### src/rtl/neuron_mac_unit.sv
// Serial neuron: four signed MACs over latched operands, then arithmetic scale and saturate.
// Optional build macro NEURON_RELU_EN clamps negative results to zero after saturation.
module neuron_mac_unit #(
  parameter int unsigned DW    = 8,
  parameter int unsigned AW    = 18,
  parameter int unsigned SHIFT = 7
) (
  input  logic                 clk,
  input  logic                 rst_n,
  input  logic                 start,
  input  logic signed [DW-1:0] x0,
  input  logic signed [DW-1:0] x1,
  input  logic signed [DW-1:0] x2,
  input  logic signed [DW-1:0] x3,
  input  logic signed [DW-1:0] w0,
  input  logic signed [DW-1:0] w1,
  input  logic signed [DW-1:0] w2,
  input  logic signed [DW-1:0] w3,
  input  logic signed [DW-1:0] bias,
  output logic                 busy,
  output logic                 done,
  output logic signed [DW-1:0] result
);

  localparam int unsigned PW = 2 * DW;
  localparam logic signed [AW-1:0] SAT_MAX = AW'((1 << (DW - 1)) - 1);
  localparam logic signed [AW-1:0] SAT_MIN = ~SAT_MAX;

  typedef enum logic [1:0] {
    ST_IDLE,
    ST_MAC,
    ST_OUT
  } state_t;

  state_t                 state_q, state_d;
  logic [1:0]             idx_q, idx_d;
  logic signed [AW-1:0]   acc_q, acc_d;
  logic [3:0][DW-1:0]     x_q, x_d;
  logic [3:0][DW-1:0]     w_q, w_d;
  logic                   busy_d;
  logic                   done_d;
  logic signed [DW-1:0]   result_d;

  logic signed [PW-1:0]   prod_c;
  logic signed [AW-1:0]   scaled_c;
  logic signed [AW-1:0]   sat_c;

  // Datapath: current-lane product and scaled/saturated accumulator
  always_comb begin
    prod_c   = PW'($signed(x_q[idx_q])) * PW'($signed(w_q[idx_q]));
    scaled_c = acc_q >>> SHIFT;
    sat_c    = scaled_c;
    if (scaled_c > SAT_MAX) begin
      sat_c = SAT_MAX;
    end else if (scaled_c < SAT_MIN) begin
      sat_c = SAT_MIN;
    end
`ifdef NEURON_RELU_EN
    if (sat_c[AW-1]) begin
      sat_c = '0;
    end
`endif
  end

  // Next-state and registered-output logic
  always_comb begin
    state_d  = state_q;
    idx_d    = idx_q;
    acc_d    = acc_q;
    x_d      = x_q;
    w_d      = w_q;
    busy_d   = busy;
    done_d   = 1'b0;
    result_d = result;
    case (state_q)
      ST_IDLE: begin
        if (start) begin
          x_d     = {x3, x2, x1, x0};
          w_d     = {w3, w2, w1, w0};
          acc_d   = AW'(bias);
          idx_d   = 2'd0;
          busy_d  = 1'b1;
          state_d = ST_MAC;
        end
      end
      ST_MAC: begin
        acc_d = acc_q + AW'(prod_c);
        idx_d = idx_q + 2'd1;
        if (idx_q == 2'd3) begin
          state_d = ST_OUT;
        end
      end
      ST_OUT: begin
        result_d = DW'(sat_c);
        done_d   = 1'b1;
        busy_d   = 1'b0;
        state_d  = ST_IDLE;
      end
      default: begin
        busy_d  = 1'b0;
        state_d = ST_IDLE;
      end
    endcase
  end

  always_ff @(posedge clk or negedge rst_n) begin
    if (!rst_n) begin
      state_q <= ST_IDLE;
      idx_q   <= 2'd0;
      acc_q   <= '0;
      x_q     <= '0;
      w_q     <= '0;
      busy    <= 1'b0;
      done    <= 1'b0;
      result  <= '0;
    end else begin
      state_q <= state_d;
      idx_q   <= idx_d;
      acc_q   <= acc_d;
      x_q     <= x_d;
      w_q     <= w_d;
      busy    <= busy_d;
      done    <= done_d;
      result  <= result_d;
    end
  end

endmodule

### config.mk
export PLATFORM = sky130hd
export DESIGN_NAME = neuron_mac_unit
export DESIGN_NICKNAME = d
export VERILOG_FILES = /design/src/rtl/neuron_mac_unit.sv
export SDC_FILE = /design/constraint.sdc
export NUM_CORES = 1
export LEC_CHECK = 0
export CAP_MARGIN = 25
export CORE_AREA = 8 8 165 167
export DETAILED_ROUTE_END_ITERATION = 16
export DIE_AREA = 0 0 173 175
export GPL_TIMING_DRIVEN = 0
export SKIP_CTS_REPAIR_TIMING = 1
export SYNTH_ARGS = -nofsm -noshare
export SYNTH_HDL_FRONTEND = slang
export SYNTH_SLANG_ARGS = --single-unit
### constraint.sdc
create_clock -name clk -period 10.1 [get_ports clk]
set_input_delay 1.01 -clock clk [delete_from_list [all_inputs] [get_ports clk]]
set_output_delay 1.01 -clock clk [all_outputs]
set_load 0.02 [all_outputs]
==> results by group, run 1 <==
Critical path
  – Worst EP arrival: 6.61 ns
  – Data required, critical path: 10.31 ns
  – Setup crit end: acc_q[17]
  – Crit. Startpoint: idx_q[1]
  – CP max stage delay: 0.58 ns
  – Crit path kind: reg2reg
  – Worst path cell trace: buf_2 > buf_1 > o21ai_1 > or2_2 > fa_1 > fa_1 > inv_1 > fa_1 > fa_1 > fa_1 > ha_1 > o21ai_0 > o21ai_0 > a31oi_1 > a31oi_1 > xnor2_1 > o21ai_0
  – Reg2reg path depth: 17
  – Reg2reg end: acc_q[17]
  – Worst setup EP type: flop
  – CP most frequent cell: fa_1
  – CP Max Fanout: 10
  – R2R Setup Slk: 3.70 ns
  – Slowest cell on the critical path: buf_1
  – Worst R2R Start: idx_q[1]
  – Startpoint types: flop

GRT
  – Grt ovf: 0
  – Vias in the first global route: 5152
  – First-pass GRT wire length: 27300 um
  – Gr usage total: 0.113
  – Largest net degree at the start of global routing: 68
  – Initial antenna violation count: 0

Final layout
  – Area Overhead vs Synth: 21.7%
  – Share of cells above drive strength 1: 0.154
  – Nets: 905
  – Antenna diode count: 0
  – Fill cell count: 2512

Yosys
  – Cell area after synthesis: 7250 um2
  – Yosys top cell area share: 0.331
  – Register area share after synthesis: 0.331
  – Post-synthesis register bit count: 96
  – Top-count cell post-synth: dfrtp_1
  – Synthesized instance count: 611
  – Post-synth net total: 809
  – Synth top cells by count: dfrtp_1, inv_1, fa_1
  – Area contributors post-synth: dfrtp_1, fa_1, mux2_2
  – Yosys top cell by area: dfrtp_1
  – Syn. warnings: 0
  – Asr flop ratio synth: 1.00
  – Primary FF master, synth: dfrtp_1
  – Number of flops mapped to enable cells by yosys: 0
  – Synth cell types: 41
  – Synth Area per Inst: 11.9 um2

Clock network
  – Clk_lat worst skew: 0.36 ns
  – Clk root buf: clkbuf_16
  – Inserted Clock Buffers: 9
  – CTS tree: yes
  – # clock sinks: 96
  – H-tree depth: 3
  – CTS clk-pin slew, worst paths: 0.07 ns
  – CTS Buffer Depth: 2

Routing
  – Final WL: 16500 um
  – WL/cell: 15.9 um
  – DRC: 0
  – Post-route ant nets: 0
  – Detailed Route Iter0 Violations: 195
  – DR vias: 4784
  – Post-DR vias/cell: 4.59
  – First-pass iteration count of the detailed router: 4

Die
  – # IOs: 85
  – Starting Density: 0.294
  – Die area: 30300 um2
  – FP Rows: 58
  – Height of the chip: 175 um
  – Die X: 173 um
  – Core area: 24700 um2

Placement
  – Routability cong.: 0.811
  – Post-DP HPWL: 13500 um
  – Port Buf Inserts: 84

Timing
  – Final hold violation count: 0
  – Crit path time final: 6.40 ns
  – Unrepaired setup endpoints after global routing: no
  – Fin crit share: 0.634
  – Setup violators final: 0
  – Worst Skew: 0.00902 ns
  – Worst slew pin tran: 0.880 ns
  – Max-slew headroom: 0.411
  – Fmax: 0.156 GHz
  – Setup TNS Final: 0 ns
  – Max-slew violations: 0

Flow run
  – Max cap viols: 0

Worst hold path
  – Hold depth: 2
  – Hold WC Path Type: reg2reg

Status
  – Status: finished, final reports clean
[critical path: cells and delay by family (launching register included)]
kind                     cells  cell delay, ns
XOR/XNOR                     1            0.14
AND/OR/NAND/NOR              1            0.42
flip-flops                   1            0.36
AO/OA/AOI/OAI                6            1.53
buffers and inverters        3            0.90
adder cells (fa/ha/maj)      6            2.91
[metrics by stage]
stage / hold slack, ns / instance area, um2 / worst slack (ns) / cells / utilization
finish: 0.472 / 8820 / 3.70 / 1042 / 0.358
global route: 0.503 / 8820 / 3.34 / 1042 / 0.358
CTS: 0.479 / 8820 / 3.62 / 1042 / 0.358
detailed placement: 0.463 / 8530 / 3.65 / 1026 / 0.346
global placement: 0.459 / 8500 / 3.71 / 1025 / 0.345
floorplan: 0.453 / 7250 / 4.43 / 611 / -
[placed cells by master (no fill, tap or decap), types with 2 or more instances in the layout]
cell and instances:
xor2_1 3, a211oi_1 3, nor2_1 16, nand2_1 47, fa_1 80, ha_1 43, and2_1 35, clkbuf_16 9
buf_4 3, dfrtp_1 96, inv_1 89, mux2_2 66, clkinvlp_4 2, nor3_1 8, clkdlybuf4s50_1 83, nand2b_1 2
o21bai_1 2, inv_8 2, xnor2_1 14, a31oi_1 4, a21oi_1 15, buf_2 4, nand3_1 2, a221o_1 10
a21o_1 6, o21ai_0 20, o21a_1 2, clkbuf_1 11, mux4_2 15, mux2i_1 2
[logic make-up (layout without fill, tap and decap cells)]
family	after synthesis	count (layout)	synth area share
compound gates	70	70	0.0666
xor+xnor	17	17	0.0205
fa+ha+maj	123	123	0.295
buf+inv	106	207	0.0566
flops	96	96	0.331
mux	83	83	0.152
simple gates	116	116	0.0780
[per-layer routing]
metal	track usage	vias to the layer above	wire length [um]
met4	0.0338	0	223
li1	-	2220	-
met1	0.143	2463	7180
met2	0.191	86	8380
met3	0.0268	15	770
met5	0	-	0
[cell type report]
cell class / count / area (um2) / share of cell area
clock inverter: 6 / 62.6 / 0.00709
clock buffer: 10 / 229 / 0.0260
tap: 330 / 413 / 0.0468
timing repair buffer: 85 / 866 / 0.0982
multi-input combinational: 409 / 4440 / 0.503
inverter: 89 / 334 / 0.0379
sequential: 96 / 2400 / 0.272
buffer: 17 / 76.3 / 0.00865
[how the worst min path moves through the flow]
stage	from	slack [ns]	to
final	result[2]	0.47	result[2]
after global routing	result[1]	0.50	result[1]
after CTS	result[2]	0.48	result[2]
after detailed placement	result[1]	0.46	result[1]
after global placement	result[1]	0.46	result[1]
after floorplan	acc_q[0]	0.45	acc_q[0]
[registers in the layout, indices dropped and copies added (netlist names)]
name,count
busy,1
w_q,32
x_q,32
done,1
result,8
acc_q,18
idx_q,2
state_q,2
Power of run 1 is left out: the tool's default activity adds up to more than one toggle a clock period on the data nets, which glitch-free logic cannot reach.
==> run 2, diff against run 1 <==
clock period = 5.7 ns   (was 10.1 ns; I/O delays follow)
==> results by group, run 2 (same netlist as run 1, synthesis figures left out) <==
Timing
  – Fmax: 0.179 GHz
  – Max-slew headroom: 0.403
  – Setup violators final: 0
  – Final hold violation count: 0
  – Crit path time final: 5.57 ns
  – Worst setup margin: 0.127 ns
  – Max-slew violations: 0
  – Unrepaired setup endpoints after global routing: yes
  – Worst slew pin tran: 0.892 ns
  – Worst Skew: 0.00924 ns
  – Fin crit share: 0.978

Critical path
  – CP max stage delay: 0.63 ns
  – Worst EP arrival: 5.83 ns
  – Worst path cell trace: buf_12 > buf_12 > mux4_2 > and2_1 > fa_1 > fa_1 > ha_1 > fa_1 > ha_4 > fa_2 > a21o_1 > a21o_1 > a2111oi_4 > o31ai_2 > xor2_1 > a221o_1
  – CP Max Fanout: 8
  – R2R Setup Slk: 0.13 ns
  – Startpoint types: flop
  – Crit path kind: reg2reg
  – Data required, critical path: 5.95 ns
  – Worst R2R Start: idx_q[0]
  – Setup crit end: acc_q[14]
  – Crit. Startpoint: idx_q[0]
  – CP top delay family: adder cells
  – Slowest cell on the critical path: mux4_2
  – Worst setup EP type: flop
  – CP most frequent cell: fa_1
  – Reg2reg end: acc_q[14]
  – Critical path depth: 16
  – CP bufs+invs: 2
  – Reg2reg path depth: 16

Placement
  – Post-DP HPWL: 13500 um
  – Pre-CTS setup slack: -0.749 ns
  – Routability cong.: 0.811
  – Port Buf Inserts: 84
  – Placed Instances: 1026

Die
  – FP Rows: 58
  – Starting Density: 0.294
  – # IOs: 85
  – Die area: 30300 um2
  – Die X: 173 um
  – Core area: 24700 um2
  – Height of the chip: 175 um

GRT
  – Vias in the first global route: 5152
  – Largest net degree at the start of global routing: 68
  – Grt ovf: 0
  – First-pass GRT wire length: 27300 um
  – Gr usage total: 0.113
  – Initial antenna violation count: 0

Clock network
  – Clk root buf: clkbuf_16
  – CTS clk-pin slew, worst paths: 0.07 ns
  – CTS tree: yes
  – Inserted Clock Buffers: 9
  – H-tree depth: 3
  – CTS Buffer Depth: 2
  – Clk_lat worst skew: 0.36 ns
  – # clock sinks: 96

Routing
  – WL met2: 8800 um
  – First-pass iteration count of the detailed router: 4
  – DRC: 0
  – Post-DR vias/cell: 4.59
  – M1 WL: 7550 um
  – WL/cell: 16.2 um
  – Post-route ant nets: 0
  – Detailed Route Iter0 Violations: 194
  – Met3 WL: 657 um
  – DR vias: 4897
  – Final WL: 17200 um
  – Top sig layer: met4

Final layout
  – Fill cell count: 2482
  – Top flop regs: w_q: 32 flops, x_q: 32 flops, acc_q: 18 flops
  – Post-route non-filler standard cell count: 1066
  – Area Overhead vs Synth: 27.7%
  – Most common cell after layout, fill and taps aside: dfrtp_1
  – Nets: 929
  – Most frequent cells in the layout: dfrtp_1, inv_1, clkdlybuf4s50_1
  – Antenna diode count: 0
  – Share of cells above drive strength 1: 0.226

Worst hold path
  – Hold WC Path Type: in2async

Flow run
  – Max cap viols: 0

Status
  – Status: finished, final reports clean
==> run 2: changes by cell type in the layout (fill, tap and decap cells not counted), moves of 4 or more <==
| cell | before | now |
|---|---|---|
| and2_4 | 0 | 5 |
| buf_4 | 3 | 20 |
| nand2_1 | 47 | 42 |
| inv_2 | 0 | 4 |
| fa_2 | 0 | 4 |
| ha_4 | 0 | 7 |
| nand2_2 | 0 | 4 |
| ha_1 | 43 | 35 |
| inv_1 | 89 | 85 |
| and2_1 | 35 | 29 |
| fa_1 | 80 | 76 |
==> run 2: worst register-to-register path, cell delays in order (launching register included) <==
cell and delay, ns:
dfrtp_2 0.44, buf_12 0.15, buf_12 0.14, mux4_2 0.63
and2_1 0.23, fa_1 0.46, fa_1 0.50, ha_1 0.33
fa_1 0.60, ha_4 0.23, fa_2 0.41, a21o_1 0.19
a21o_1 0.20, a2111oi_4 0.38, o31ai_2 0.13, xor2_1 0.15
a221o_1 0.32
==> run 2: stage by stage <==
stage	TNS, ns	util	area [um2]	hold WS (ns)
after global routing	-0.0275	0.375	9260	0.159
after global placement	-4.78	0.345	8500	0.459
final	0	0.375	9260	0.137
after CTS	-5.38	0.358	8820	0.151
after floorplan	0	-	7250	0.274
after detailed placement	-5.26	0.346	8530	0.463
==> run 2: cell type report <==
type                            instances  area [um2]  share of cell area
Multi-Input combinational cell        409        4610               0.497
Sequential cell                        96        2400               0.260
Timing Repair Buffer                  109        1100               0.119
Tap cell                              330         413              0.0446
Inverter                               89         334              0.0361
Clock buffer                           10         229              0.0247
Buffer                                 17         111              0.0120
Clock inverter                          6        62.6             0.00676
==> run 2: metal layers <==
layer  vias to the layer above  track usage
met2                        66        0.191
met3                        14       0.0268
met1                      2552        0.143
met4                         0       0.0338
met5                         -            0
li1                       2265            -
==> run 2: how the worst min path moves through the flow <==
stage / start / to / slack, ns / depth (start not counted)
after floorplan: rst_n / acc_q[0] / 0.27 / 0
after global placement: result[1] / result[1] / 0.46 / 2
after detailed placement: result[1] / result[1] / 0.46 / 2
after CTS: rst_n / w_q[13] / 0.15 / 1
after global routing: rst_n / w_q[13] / 0.16 / 1
final: rst_n / w_q[13] / 0.14 / 1
Power of run 2 is left out for the same reason.
